## src/rtl/f_d_pipe_reg.sv

```systemverilog
// f_d_pipe_reg: F/D pipeline register with fetch address-error (AdEL) detection
module f_d_pipe_reg #(
  parameter logic [31:0] RESET_PC   = 32'h0000_3000,
  parameter logic [31:0] HANDLER_PC = 32'h0000_4180,
  parameter logic [31:0] IM_BASE    = 32'h0000_3000,
  parameter logic [31:0] IM_TOP     = 32'h0000_6FFC,
  parameter logic [4:0]  EXC_ADEL   = 5'd4
) (
  input  logic        clk,
  input  logic        reset,
  input  logic        req,
  input  logic        stall,
  input  logic [31:0] f_pc,
  input  logic [31:0] f_instr,
  input  logic        f_bd,
  output logic [31:0] d_pc,
  output logic [31:0] d_instr,
  output logic [4:0]  d_exc_code,
  output logic        d_bd,
  output logic        d_valid
);
  logic [31:0] pc_q, pc_d, instr_q, instr_d;
  logic [4:0]  exc_q, exc_d;
  logic        bd_q, bd_d, valid_q, valid_d, fault;
  // flush beats stall, stall beats capture; a faulting fetch keeps its PC for EPC/BadVAddr
  always_comb begin
    fault   = (f_pc[1:0] != 2'b00) || (f_pc < IM_BASE) || (f_pc > IM_TOP);
    pc_d    = req ? HANDLER_PC : stall ? pc_q : f_pc;
    instr_d = req ? 32'd0 : stall ? instr_q : fault ? 32'd0 : f_instr;
    exc_d   = req ? 5'd0 : stall ? exc_q : fault ? EXC_ADEL : 5'd0;
    bd_d    = req ? 1'b0 : stall ? bd_q : f_bd;
    valid_d = req ? 1'b0 : stall ? valid_q : 1'b1;
  end
  always_ff @(posedge clk) begin
    if (reset) begin
      pc_q    <= RESET_PC;
      instr_q <= 32'd0;
      exc_q   <= 5'd0;
      bd_q    <= 1'b0;
      valid_q <= 1'b0;
    end else begin
      pc_q    <= pc_d;
      instr_q <= instr_d;
      exc_q   <= exc_d;
      bd_q    <= bd_d;
      valid_q <= valid_d;
    end
  end
  assign d_pc       = pc_q;
  assign d_instr    = instr_q;
  assign d_exc_code = exc_q;
  assign d_bd       = bd_q;
  assign d_valid    = valid_q;
endmodule

```

## config.mk

```make
export PLATFORM = sky130hd
export DESIGN_NAME = f_d_pipe_reg
export DESIGN_NICKNAME = d
export VERILOG_FILES = /design/src/rtl/f_d_pipe_reg.sv
export SDC_FILE = /design/constraint.sdc
export NUM_CORES = 1
export LEC_CHECK = 0
export CAP_MARGIN = 20
export CORE_UTILIZATION = 44
export CTS_CLUSTER_DIAMETER = 50
export DETAILED_ROUTE_END_ITERATION = 8
export PLACE_DENSITY_LB_ADDON = 0.15
export SLEW_MARGIN = 20
export SYNTH_ARGS = -nofsm -noshare
export SYNTH_HDL_FRONTEND = slang
export SYNTH_SLANG_ARGS = --single-unit
export TNS_END_PERCENT = 20
```

## constraint.sdc

```tcl
create_clock -name clk -period 2.14 [get_ports clk]
set_input_delay 0.428 -clock clk [delete_from_list [all_inputs] [get_ports clk]]
set_output_delay 0.428 -clock clk [all_outputs]
set_load 0.02 [all_outputs]
```

# Yosys cells after proc, flatten, opt, wreduce, memory -nomap -nowiden
# Index checks and enable logic that the tools add are counted.
totals:
  elab_cells: 17
  latchBits: 0
  inputBits: 69
  rom_bits: 0
  memories: 0
  ff_bits: 71
  out_inout_bits: 71
  ram_bits: 0
classes:
  n_mux: 4
  n_shift: 0
  reduce_logical: 4
  mul: 0
  n_eq_ne: 1
  add_sub_neg: 0
  n_div: 0
  n_lt_le_gt_ge: 2
  bitwise: 0
op_table:
  columns: ["op", "count"]
  rows:
  - ["> comparator 32 x 15 -> 1 bit (second input constant)", 1]
  - ["less-than comparator 32 x 14 -> 1 bit (second input constant)", 1]
  - ["2-to-1 mux 32 bit", 1]
  - ["2-to-1 mux 15 bit", 2]
  - ["2-to-1 mux 3 bit", 1]
  - ["logical OR 1 bit", 2]
  - ["!= test 2 bit (second input constant)", 1]
  - ["nonzero test 2 bit", 1]
  - ["OR reduction 2 bit", 1]

# Longest topological paths before layout
logic_depth:
  ltp_word: 4
  depth_mapped: 5

# Least setup slack after synthesis
# Ideal clock, no wire load.
synth_timing:
  path_type: "input-to-reg"
  startpoint: "input stall"
  endpoint: "register instr_q[0] (netlist: d_instr[0])"
  setup_ns: 0.084
  path_slack_ns: 0.739
  arrival_ns: 1.316
  stages: 5
  path_cell_list: "buf_6 nor4_4 nand2_2 buf_6 o31ai_2"
synth_lines:
  columns: ["element", "line_no", "rtl"]
  rows:
  - ["start, declared", "12", "input logic stall,"]
  - ["end signal, assigned", "43", "instr_q <= instr_d;"]
  - ["end, declared", "22", "logic [31:0] pc_q, pc_d, instr_q, instr_d;"]

# Worst setup path after layout
layout_timing:
  startpoint: "register pc_q[17] (netlist: d_pc[17])"
  endpoint: "output d_pc[17]"
layout_lines:
  columns: ["element", "line_no", "rtl"]
  rows:
  - ["start, declared", "22", null]
  - ["start signal, assigned", "42", "pc_q <= pc_d;"]
  - ["end, declared", "16", "output logic [31:0] d_pc,"]
# No word-level cell between the ends.

==> impl_results.md <==
- Clk slew on worst S/H paths: 0.07 ns
- Synth top area share: 0.469
- Worst-Margin Slew: 0.524 ns
- Final setup margin: 0.401 ns
- Postcts setup bufs: 0
- Vias post-DR: 2,542
- Crit. Startpoint: d_pc[17]$_SDFFE_PP0N_
- Multi-input logic area: 1360 um2
- CTS Sinks: 67
- Crit-path leading delay family: buffers and inverters
- Vias in the first global route: 2,419
- Initial DRC count: 118
- Cell Area, Synth: 2860 um2
- Largest area contributor in the netlist: dfxtp_1
- Critical Path AT: 1.31 ns
- Synth warnings: 0
- Peak VDD IR: 580 uV
- Setup Viol. Count Final: 0
- Reg2Reg Setup Slack: 1.31 ns
- Die width: 82.6 um
- Crit Path Class: reg -> out
- WP buf/inv: 1
- Register area share after synthesis: 0.469
- Total grt overflow: 0
- Critical Path Max Stage Delay: 0.63 ns
- Largest net degree at the start of global routing: 42
- Area growth, synth to finish: 58.4%
- Filler instances: 490
- CTS tree: done
- Row count: 29
- Pre-CTS setup slack: 0.165 ns
- Final period util: 0.813
- Design Area, Final: 4530 um2
- Fraction of layout cells with a size suffix above 1: 0.160
- Tmin final: 1.74 ns
- H-Tree Depth: 3
- # hold bufs at CTS: 0
- First-pass GRT wire length: 11.2 mm
- Worst skew pair latency: 0.34 ns
- Diodes inserted: 0
- RSZ-0062 raised after global routing: false
- Routed vias/inst: 5.20
- Antenna viol nets, final: 0
- Placed instance area: 4300 um2
- Fin nets: 476
- Die H: 82.6 um
- Most frequent cell after synthesis: dfxtp_1
- Ys flop type: dfxtp_1
- Hold_sp: d_valid$_SDFFE_PP0N_
- CP max stage cell: clkdlybuf4s50_1
- Hold Crit Class: reg -> reg
- Post-synth EDFFs: 0
- FF+latch area: 1340 um2
- Status: complete, no violations
- Mapped Cells: 279
- CTS Buf Count: 9
- Average wire per standard cell: 15.1 um
- Final Core Density: 0.717
- Clock Path Buffers: 2
- Reg-to-Reg Start: d_pc[14]$_SDFFE_PP0P_
- Max-slew violations: 0
- Leak: 1.63 nW
- Initial antenna violation count: 0
- Setup TNS: 0 ns
- Fin Hold WS: 0.461 ns
- Max-slew headroom: 0.650
- Achievable Freq: 575 MHz
- Type of origin of the critical path: flop
- DP HPWL: 5.15 mm
- GRT Total Usage: 0.219
- Async set or reset register ratio after synthesis: 0
- Hold Vio Cnt, Final: 0
- Port buffer count: 135
- Final routed DRC violation total: 0
- Worst EP required: 1.71 ns
- Post-Syn Area per Cell: 10.3 um2
- Register bit total from synthesis: 67
- Num ports: 140
- GPL Wtd Cong: 0.706
- Post-Route WL: 7.38 mm
- Clk root buf: clkbuf_8
- CP Capture Type: primary output
- Power Density: 631 nW/um2
- Core area: 6310 um2
- Max Cap Violations: 0
- Crit-path cells: clkdlybuf4s50_1
- Starting Density: 0.453
- Resized cells post-CTS: 0
- Synth top cells by count: dfxtp_1 (67), nand3_1 (65), nor2_1 (32)
- Clock skew: 0 ns
- TritonRoute pass-1 iters: 6
- Die area: 6830 um2
- Crit-path max FO: 2
- Area contributors post-synth: dfxtp_1 (47%), o31ai_2 (13%), nand3_1 (11%), mux2i_1 (10%), nor2_1 (4.2%)
- Synth unique cells: 26
[stage by stage]
step           total power, W  instances
6_report              0.00286        489
5_1_grt               0.00298        489
4_1_cts               0.00288        489
3_5_place_dp          0.00169        473
3_3_place_gp          0.00169        473
2_1_floorplan         0.00147        282
[final cells by class]
type                            count  share of cell area
Timing Repair Buffer              145               0.330
Multi-Input combinational cell    183               0.301
Sequential cell                    67               0.296
Clock buffer                       12              0.0343
Tap cell                           77              0.0213
Clock inverter                      4              0.0160
Inverter                            1            0.000829
[where the power goes]
group / switching [W] / leakage (nW) / internal, W
sequential: 0.0000129 / 0.544 / 0.00127
clock: 0.000478 / 0.113 / 0.000718
combinational: 0.000167 / 0.977 / 0.000209
total: 0.000657 / 1.63 / 0.00220
[cells in the final DEF (no fill, tap or decap), types with 2 or more instances in the layout]
cell,instances
o31ai_2,30
a211oi_1,3
bufinv_16,2
nor2_1,31
o21bai_1,2
dfxtp_1,67
mux2i_1,30
clkdlybuf4s50_1,134
conb_1,4
nor4_2,3
buf_12,6
buf_4,4
o31ai_1,2
nand3_1,65
nor4_4,2
clkbuf_8,11
and2_0,2
[registers in the layout (all words and copies together) (netlist names)]
| signal | flops |
|---|---|
| d_bd | 1 |
| d_exc_code | 1 |
| d_instr | 32 |
| d_pc | 32 |
| d_valid | 1 |
[cells by family (layout without fill, tap and decap cells)]
kind of cell	count (synthesis)	count (layout)	synth area share
simple gates	108	108	0.198
flops	67	67	0.469
compound gates	41	41	0.163
buf+inv	32	162	0.0639
mux	30	30	0.105
other cells	1	4	0.00131
[routing by layer]
| layer | vias up | wire length, um | part of all wire | global-route usage |
|---|---|---|---|---|
| met5 | - | 0 | 0 | 0 |
| met4 | 0 | 73 | 0.0099 | 0.0828 |
| met2 | 88 | 3560 | 0.48 | 0.370 |
| met3 | 7 | 685 | 0.093 | 0.0912 |
| met1 | 1196 | 3060 | 0.41 | 0.244 |
| li1 | 1251 | - | - | - |
[worst paths after layout]
check / to / depth (start not counted)
worst max register to register: d_pc[14]$_SDFFE_PP0P_ / 3
worst min-delay path: d_valid$_SDFFE_PP0N_ / 1
worst min register to register: d_valid$_SDFFE_PP0N_ / 1
worst max-delay path: d_pc[17] / 1
No activity file was read; power rests on OpenSTA's default activity.
